## config.mk

```make
export PLATFORM = sky130hd
export DESIGN_NAME = spi_mirror_fifo
export DESIGN_NICKNAME = d
export VERILOG_FILES = /design/src/rtl/spi_mirror_fifo_pkg.sv /design/src/rtl/spi_mirror_fifo_mem.sv /design/src/rtl/spi_mirror_fifo.sv
export SDC_FILE = /design/constraint.sdc
export NUM_CORES = 1
export LEC_CHECK = 0
export CORE_ASPECT_RATIO = 0.9
export CORE_MARGIN = 2
export CORE_UTILIZATION = 56
export CTS_BUF_LIST = sky130_fd_sc_hd__clkbuf_16
export DETAILED_ROUTE_END_ITERATION = 12
export GPL_ROUTABILITY_DRIVEN = 0
export PLACE_DENSITY = 0.73
export SLEW_MARGIN = 20
export SYNTH_ARGS = -nofsm -noshare
export SYNTH_HDL_FRONTEND = slang
export SYNTH_SLANG_ARGS = --single-unit
```

## constraint.sdc

```tcl
create_clock -name clk -period 5 [get_ports clk]
set_clock_uncertainty 0.15 [all_clocks]
set_input_delay 0.5 -clock clk [delete_from_list [all_inputs] [get_ports clk]]
set_output_delay 0.5 -clock clk [all_outputs]
set_load 0.005 [all_outputs]
```

## src/rtl/spi_mirror_fifo_pkg.sv

```systemverilog
// Shared types and constants for spi_mirror_fifo: replay states, reset values
// and the saturating error-counter helper used when SPI_MIRROR_FIFO_ERR_CNT_EN is set.
package spi_mirror_fifo_pkg;

   typedef enum logic [2:0] {
      ST_IDLE  = 3'd0,
      ST_LEAD  = 3'd1,
      ST_SHIFT = 3'd2,
      ST_TRAIL = 3'd3,
      ST_GAP   = 3'd4
   } replay_state_e;

   localparam logic RST_SCLK = 1'b0;
   localparam logic RST_CS_N = 1'b1;
   localparam logic RST_FLAG = 1'b0;

   localparam int              CNT_W   = 16;
   localparam logic [CNT_W-1:0] CNT_MAX = '1;

   // A clear and a new event in the same cycle leave the count at one.
   function automatic logic [CNT_W-1:0] cnt_next(input logic [CNT_W-1:0] cnt,
                                                 input logic evt, input logic clr);
      if (clr) return evt ? CNT_W'(1) : '0;
      if (evt && cnt != CNT_MAX) return cnt + 1'b1;
      return cnt;
   endfunction

endpackage

```

## src/rtl/spi_mirror_fifo_mem.sv

```systemverilog
// Single-clock FIFO with registered level/full/empty; a pop frees room for a
// push in the same cycle, so push+pop while full keeps the level unchanged.
module spi_mirror_fifo_mem #(
   parameter int WIDTH = 32,
   parameter int DEPTH = 16
) (
   input  logic                         clk,
   input  logic                         rst_n,
   input  logic                         push,
   input  logic [WIDTH-1:0]             wdata,
   input  logic                         pop,
   output logic [WIDTH-1:0]             rdata,
   output logic [$clog2(DEPTH+1)-1:0]   level,
   output logic                         full,
   output logic                         empty
);

   localparam int AW = $clog2(DEPTH);
   localparam int LW = $clog2(DEPTH + 1);
   localparam logic [LW-1:0] LVL_ONE     = LW'(1);
   localparam logic [LW-1:0] LVL_FULL_M1 = LW'(DEPTH - 1);

   logic [WIDTH-1:0] mem [DEPTH];
   logic [AW-1:0]    wr_ptr, rd_ptr;
   logic             do_push, do_pop;

   // push/pop are single-cycle requests: a pop is taken when not empty, a push
   // when not full or when a pop is taken in the same cycle; refused pushes are lost.
   assign do_pop  = pop & ~empty;
   assign do_push = push & (~full | do_pop);
   assign rdata   = mem[rd_ptr];

   always_ff @(posedge clk or negedge rst_n) begin
      if (!rst_n) begin
         wr_ptr <= '0;
         rd_ptr <= '0;
         level  <= '0;
         full   <= 1'b0;
         empty  <= 1'b1;
      end else begin
         if (do_push) wr_ptr <= wr_ptr + 1'b1;
         if (do_pop)  rd_ptr <= rd_ptr + 1'b1;
         case ({do_push, do_pop})
            2'b10: begin
               level <= level + 1'b1;
               empty <= 1'b0;
               full  <= (level == LVL_FULL_M1);
            end
            2'b01: begin
               level <= level - 1'b1;
               full  <= 1'b0;
               empty <= (level == LVL_ONE);
            end
            default: ;
         endcase
      end
   end

   always_ff @(posedge clk) begin
      if (do_push) mem[wr_ptr] <= wdata;
   end

endmodule

```

## src/rtl/spi_mirror_fifo.sv

```systemverilog
// Oversampled multi-lane SPI capture into a FIFO, replayed on a self-clocked SPI
// master port. Define SPI_MIRROR_FIFO_ERR_CNT_EN to add saturating error counters.
module spi_mirror_fifo
   import spi_mirror_fifo_pkg::*;
#(
   parameter int G_SPI_SIZE   = 4,
   parameter int G_WORD_WIDTH = 8,
   parameter int G_FIFO_DEPTH = 16,
   parameter int G_CLK_DIV    = 4
) (
   input  logic                                 clk,
   input  logic                                 rst_n,
   input  logic                                 i_spi_clk,
   input  logic                                 i_spi_cs_n,
   input  logic [G_SPI_SIZE-1:0]                i_spi_di,
   output logic                                 o_spi_clk,
   output logic                                 o_spi_cs_n,
   output logic [G_SPI_SIZE-1:0]                o_spi_do,
   input  logic                                 i_enable,
   input  logic                                 i_clr_err,
   output logic [$clog2(G_FIFO_DEPTH+1)-1:0]    o_fifo_level,
`ifdef SPI_MIRROR_FIFO_ERR_CNT_EN
   output logic [CNT_W-1:0]                     o_ovf_cnt,
   output logic [CNT_W-1:0]                     o_ferr_cnt,
`endif
   output logic                                 o_overflow,
   output logic                                 o_frame_err
);

   localparam int W  = G_WORD_WIDTH;
   localparam int DW = G_SPI_SIZE * G_WORD_WIDTH;
   localparam int BW = $clog2(G_WORD_WIDTH);
   localparam int HW = $clog2(2 * G_WORD_WIDTH);
   localparam int CW = $clog2(G_CLK_DIV);
   localparam logic [BW-1:0] BIT_LAST  = BW'(G_WORD_WIDTH - 1);
   localparam logic [HW-1:0] HALF_LAST = HW'(2 * G_WORD_WIDTH - 1);
   localparam logic [CW-1:0] DIV_LAST  = CW'(G_CLK_DIV - 1);

   logic                  sclk_meta, sclk_sync, sclk_prev;
   logic                  cs_meta, cs_sync, cs_prev;
   logic [G_SPI_SIZE-1:0] di_meta, di_sync;
   logic                  sclk_rise, cs_rise, cs_fall;
   logic [BW-1:0]         bit_cnt;
   logic [DW-1:0]         cap_sr, cap_next;
   logic                  cap_push, ferr_evt, ovf_evt;

   logic [DW-1:0]         fifo_rdata;
   logic                  fifo_full, fifo_empty, pop;

   replay_state_e         state;
   logic [CW-1:0]         div_cnt;
   logic [HW-1:0]         half_cnt;
   logic                  div_last;
   logic [DW-1:0]         out_sr, out_next;
   logic [G_SPI_SIZE-1:0] out_msb_next, load_msb;

   assign sclk_rise = sclk_sync & ~sclk_prev;
   assign cs_rise   = cs_sync & ~cs_prev;
   assign cs_fall   = ~cs_sync & cs_prev;

   always_comb begin
      cap_next     = '0;
      out_next     = '0;
      out_msb_next = '0;
      load_msb     = '0;
      for (int k = 0; k < G_SPI_SIZE; k++) begin
         cap_next[k*W +: W] = {cap_sr[k*W +: W-1], di_sync[k]};
         out_next[k*W +: W] = {out_sr[k*W +: W-1], 1'b0};
         out_msb_next[k]    = out_next[k*W + W-1];
         load_msb[k]        = fifo_rdata[k*W + W-1];
      end
   end

   // Capture: words complete mid-frame are pushed; a frame ending mid-word is an error.
   always_ff @(posedge clk or negedge rst_n) begin
      if (!rst_n) begin
         sclk_meta <= 1'b0;
         sclk_sync <= 1'b0;
         sclk_prev <= 1'b0;
         cs_meta   <= 1'b1;
         cs_sync   <= 1'b1;
         cs_prev   <= 1'b1;
         di_meta   <= '0;
         di_sync   <= '0;
         bit_cnt   <= '0;
         cap_sr    <= '0;
         cap_push  <= 1'b0;
         ferr_evt  <= 1'b0;
      end else begin
         sclk_meta <= i_spi_clk;
         sclk_sync <= sclk_meta;
         sclk_prev <= sclk_sync;
         cs_meta   <= i_spi_cs_n;
         cs_sync   <= cs_meta;
         cs_prev   <= cs_sync;
         di_meta   <= i_spi_di;
         di_sync   <= di_meta;
         cap_push  <= 1'b0;
         ferr_evt  <= 1'b0;
         if (cs_rise) begin
            ferr_evt <= (bit_cnt != '0);
            bit_cnt  <= '0;
         end else if (cs_fall) begin
            bit_cnt <= '0;
         end else if (sclk_rise && !cs_sync) begin
            cap_sr <= cap_next;
            if (bit_cnt == BIT_LAST) begin
               bit_cnt  <= '0;
               cap_push <= 1'b1;
            end else begin
               bit_cnt <= bit_cnt + 1'b1;
            end
         end
      end
   end

   assign ovf_evt = cap_push & fifo_full & ~pop;
   assign pop     = (state == ST_IDLE) & i_enable & ~fifo_empty;

   spi_mirror_fifo_mem #(
      .WIDTH (DW),
      .DEPTH (G_FIFO_DEPTH)
   ) u_mem (
      .clk   (clk),
      .rst_n (rst_n),
      .push  (cap_push),
      .wdata (cap_sr),
      .pop   (pop),
      .rdata (fifo_rdata),
      .level (o_fifo_level),
      .full  (fifo_full),
      .empty (fifo_empty)
   );

   assign div_last = (div_cnt == DIV_LAST);

   // Replay: each half period is G_CLK_DIV cycles; SCLK rises after even halves.
   always_ff @(posedge clk or negedge rst_n) begin
      if (!rst_n) begin
         state      <= ST_IDLE;
         div_cnt    <= '0;
         half_cnt   <= '0;
         out_sr     <= '0;
         o_spi_clk  <= RST_SCLK;
         o_spi_cs_n <= RST_CS_N;
         o_spi_do   <= '0;
      end else begin
         case (state)
            ST_IDLE: begin
               if (pop) begin
                  out_sr     <= fifo_rdata;
                  o_spi_do   <= load_msb;
                  o_spi_cs_n <= 1'b0;
                  div_cnt    <= '0;
                  state      <= ST_LEAD;
               end
            end
            ST_LEAD: begin
               if (div_last) begin
                  div_cnt  <= '0;
                  half_cnt <= '0;
                  state    <= ST_SHIFT;
               end else begin
                  div_cnt <= div_cnt + 1'b1;
               end
            end
            ST_SHIFT: begin
               if (div_last) begin
                  div_cnt  <= '0;
                  half_cnt <= half_cnt + 1'b1;
                  if (!half_cnt[0]) begin
                     o_spi_clk <= 1'b1;
                  end else begin
                     o_spi_clk <= 1'b0;
                     if (half_cnt == HALF_LAST) begin
                        state <= ST_TRAIL;
                     end else begin
                        out_sr   <= out_next;
                        o_spi_do <= out_msb_next;
                     end
                  end
               end else begin
                  div_cnt <= div_cnt + 1'b1;
               end
            end
            ST_TRAIL: begin
               if (div_last) begin
                  div_cnt    <= '0;
                  o_spi_cs_n <= 1'b1;
                  o_spi_do   <= '0;
                  state      <= ST_GAP;
               end else begin
                  div_cnt <= div_cnt + 1'b1;
               end
            end
            ST_GAP: begin
               if (div_last) begin
                  div_cnt <= '0;
                  state   <= ST_IDLE;
               end else begin
                  div_cnt <= div_cnt + 1'b1;
               end
            end
            default: state <= ST_IDLE;
         endcase
      end
   end

   always_ff @(posedge clk or negedge rst_n) begin
      if (!rst_n) begin
         o_overflow  <= RST_FLAG;
         o_frame_err <= RST_FLAG;
      end else begin
         if (ovf_evt)        o_overflow <= 1'b1;
         else if (i_clr_err) o_overflow <= 1'b0;
         if (ferr_evt)        o_frame_err <= 1'b1;
         else if (i_clr_err)  o_frame_err <= 1'b0;
      end
   end

`ifdef SPI_MIRROR_FIFO_ERR_CNT_EN
   always_ff @(posedge clk or negedge rst_n) begin
      if (!rst_n) begin
         o_ovf_cnt  <= '0;
         o_ferr_cnt <= '0;
      end else begin
         o_ovf_cnt  <= cnt_next(o_ovf_cnt, ovf_evt, i_clr_err);
         o_ferr_cnt <= cnt_next(o_ferr_cnt, ferr_evt, i_clr_err);
      end
   end
`endif

endmodule

```

==> results by group <==
Die
  • Die area: 0.0446 mm^2
  • Core ar.: 0.0427 mm^2
  • Starting density of the core: 56.3%
  • I/O Pins: 23
  • Die height: 201 um
  • Std cell rows: 72
  • Die Width: 222 um

Detailed routing
  • Remaining DRCs: 0
  • Routed Antenna Nets: 0
  • Detailed Route WL: 50,200 um
  • Drt pass-1 iters: 5
  • Vias per cell: 6.41
  • Routed wire per std cell: 26.5 um
  • Vias post-DR: 12,126
  • Starting DRT DRC Count: 1,322

Clock tree
  • Root Buffer: clkbuf_16
  • Post-CTS Resized: 0
  • CTS sink cnt: 623
  • Clock Latency Late Sink: 0.59 ns
  • CTS Hold Buffers Added: 1
  • CTS tree: done
  • H-Tree Level Count: 2
  • CTS Buf Count: 56
  • Clk slew on worst S/H paths: 0.07 ns
  • Setup repair bufs after CTS: 0
  • Clk buf depth: 3

Synth
  • Post-synth top area cell: edfxtp_1
  • Adder-Cell Fraction of Synth Area: 0.936%
  • Largest family of logic cells by synthesized area: multiplexers
  • Synth warnings: 0
  • Xor and xnor fraction of the mapped netlist area: 0.364%
  • Commonest cells in the synthesized netlist: edfxtp_1 (512), mux4_2 (116), dfrtp_1 (106), o22ai_1 (48), nand2_1 (45)
  • Most common cell in the netlist: edfxtp_1
  • Syn_nets: 1,269
  • Async set-reset flop share out of synthesis: 17.8%
  • Ys flop type: edfxtp_1
  • Distinct cells, synth: 50
  • Post-synth top area share: 63.9%
  • Mapped cell area: 0.0241 mm^2
  • Syn avg cell area: 19.4 um^2
  • Compound-cell area share of the yosys netlist: 4.46%
  • Share of the yosys chip area belonging to registers: 75.5%
  • Synthesized instance count: 1,241
  • Post-synth EDFFs: 512
  • Synth Area in Simple Gates: 3.13%
  • Mux cell area share after synthesis: 13.9%
  • Synth Register Bits: 623
  • Synth top area cells: edfxtp_1 (64%), dfrtp_1 (11%), mux4_2 (11%)

Timing
  • Worst slew pin tran: 0.944 ns
  • Max Slew Vio Count: 0
  • Hold WS: 0.180 ns
  • Final setup vio count: 0
  • Slew margin rel.: 37.1%
  • Period utilisation layout: 71.4%
  • FMAX: 0.280 GHz
  • Hold Fails Final Rpt: 0
  • RSZ-0062 raised after global routing: false
  • Final min period: 3.57 ns

Critical path
  • Slowest stage delay, CP: 0.60 ns
  • RR Startpoint: state[1]$_DFFE_PN0P_
  • Worst EP required: 5.10 ns
  • Crit path buffers/inverters: 1
  • Slowest CP cell: nor2_4
  • R2R Setup Slk: 1.43 ns
  • Worst reg2reg path endpoint: u_mem.mem[7][5]$_DFFE_PP_
  • Crit path launch type: flip-flop
  • Crit Path Category: reg2reg
  • CP endpoint kind: flip-flop
  • FF-to-FF path depth: 5
  • Worst-path cell chain: or3b_2 > o31ai_2 > nand4b_1 > nor2_4 > buf_4
  • Critical path peak fanout: 19
  • Crit-path leading delay family: simple AND/OR/NAND/NOR gates
  • WP data arrival: 3.67 ns

Power and ir drop
  • PwrDens: 540 mW/mm^2
  • Peak supply drop: 0.000379 V
  • Post-route total power: 14,600 uW
  • Leakage power: 0.00923 uW

Layout
  • Fraction of layout cells with a size suffix above 1: 23.3%
  • Final std cells w/o fill: 1,892
  • Area growth syn-to-layout: 12.3%
  • Nets@finish: 1,317
  • N_diodes: 0

Global route
  • Tot GR Track Use: 22.9%
  • Remaining Overflow, GRT: 0
  • Largest net degree at the start of global routing: 70
  • First-pass GRT wire length: 76,300 um
  • Initial antenna violation count: 0
  • Vias in the first global route: 12,223

Place
  • Inst Count DP: 1,784
  • HPWL Detailed: 29,300 um
  • Port bufs: 22

Hold path
  • WHS Path Cells: 1
  • Hold Startpoint: i_spi_cs_n
  • Hold Path Sink: cs_meta$_DFF_PN1_
  • Worst Hold Class: in2reg

Run
  • Maxcap violations: 0

Status
  • Status: finished, final reports clean
==> logic make-up after synthesis <==
logic type,after synthesis
DFF,623
buffers and inverters,91
adders and majority gates,18
muxes,185
xor gates and xnor gates,10
AOI/OAI and AO/OA,170
and+or+nand+nor,144
==> how the worst max path moves through the flow <==
stage / start / endpoint / slack, ns / depth (start not counted)
3_3_place_gp: i_enable / u_mem.mem[5][2]$_DFFE_PP_ / 1.10 / 6
3_5_place_dp: i_enable / u_mem.mem[5][20]$_DFFE_PP_ / 0.99 / 6
2_1_floorplan: i_enable / u_mem.mem[3][0]$_DFFE_PP_ / -0.23 / 4
6_report: state[1]$_DFFE_PN0P_ / u_mem.mem[7][5]$_DFFE_PP_ / 1.43 / 5
4_1_cts: state[1]$_DFFE_PN0P_ / u_mem.mem[7][14]$_DFFE_PP_ / 1.39 / 5
5_1_grt: state[1]$_DFFE_PN0P_ / u_mem.mem[7][23]$_DFFE_PP_ / 1.23 / 5
==> worst register-to-register path, cell delays in order (launching register included) <==
cell	delay (ns)
dfrtp_1	0.53
or3b_2	0.54
o31ai_2	0.46
nand4b_1	0.51
nor2_4	0.60
buf_4	0.43
==> final cells by class <==
type / instances / area (um^2)
clock buffers: 59 / 1480
fillers: 2892 / 15700
well taps: 555 / 694
inverters: 20 / 75.1
repair buffers: 61 / 624
clock inverters: 47 / 368
multi-input cells: 527 / 5610
flip-flops and latches: 623 / 18200
==> cell usage in the layout (no fill, tap or decap), types with 3 or more instances in the layout <==
cell type	count
and3_1	4
xnor2_1	8
edfxtp_1	512
buf_4	30
o21ai_0	18
nor2_1	7
o22ai_1	48
buf_12	7
nor2_4	12
mux4_2	116
and2_1	7
inv_1	25
clkdlybuf4s50_1	21
clkinv_1	11
mux2_2	34
nor3_1	3
nor4_2	4
a22oi_1	17
clkinvlp_4	5
dfstp_2	5
or3_1	24
nand2b_1	4
bufinv_16	5
a32o_1	7
a21oi_1	35
a31oi_1	32
nand2_1	45
nand3_1	13
inv_6	3
dfrtp_1	104
clkbuf_16	59
clkinv_2	17
mux2i_1	34
nand4b_1	3
ha_1	18
a21o_1	4
==> stage by stage <==
| stage | instance area [um^2] | setup slack [ns] | TNS [ns] | util, % |
|---|---|---|---|---|
| 3_3_place_gp | 25100 | 1.10 | 0 | 58.9 |
| 2_1_floorplan | 24100 | -0.230 | -29.37 | - |
| 6_report | 27000 | 1.43 | 0 | 63.3 |
| 4_1_cts | 27000 | 1.39 | 0 | 63.2 |
| 5_1_grt | 27000 | 1.23 | 0 | 63.3 |
| 3_5_place_dp | 25100 | 0.989 | 0 | 58.9 |
==> registers in the layout (all words and copies together), names as in the netlist, 2 cells and up <==
signal	count
bit_cnt	3
div_cnt	2
out_sr	28
cap_sr	32
u_mem.mem	512
u_mem.level	5
di_sync	4
di_meta	4
u_mem.wr_ptr	4
u_mem.rd_ptr	4
state	3
o_spi_do	4
half_cnt	4
==> report_power, final <==
group	internal [uW]	switching [uW]	total (uW)
sequential	6210	769	6980
clock	2400	1870	4270
combinational	1650	1670	3330
==> layer usage <==
metal	up-vias	GRT usage, %	wire length, um
met5	-	0	0
met1	6441	34.9	21900
met2	472	34.9	23700
met4	0	6.06	1200
met3	82	3.79	3410
li1	5131	-	-
Note: power is estimated with default switching activity, not from simulation.
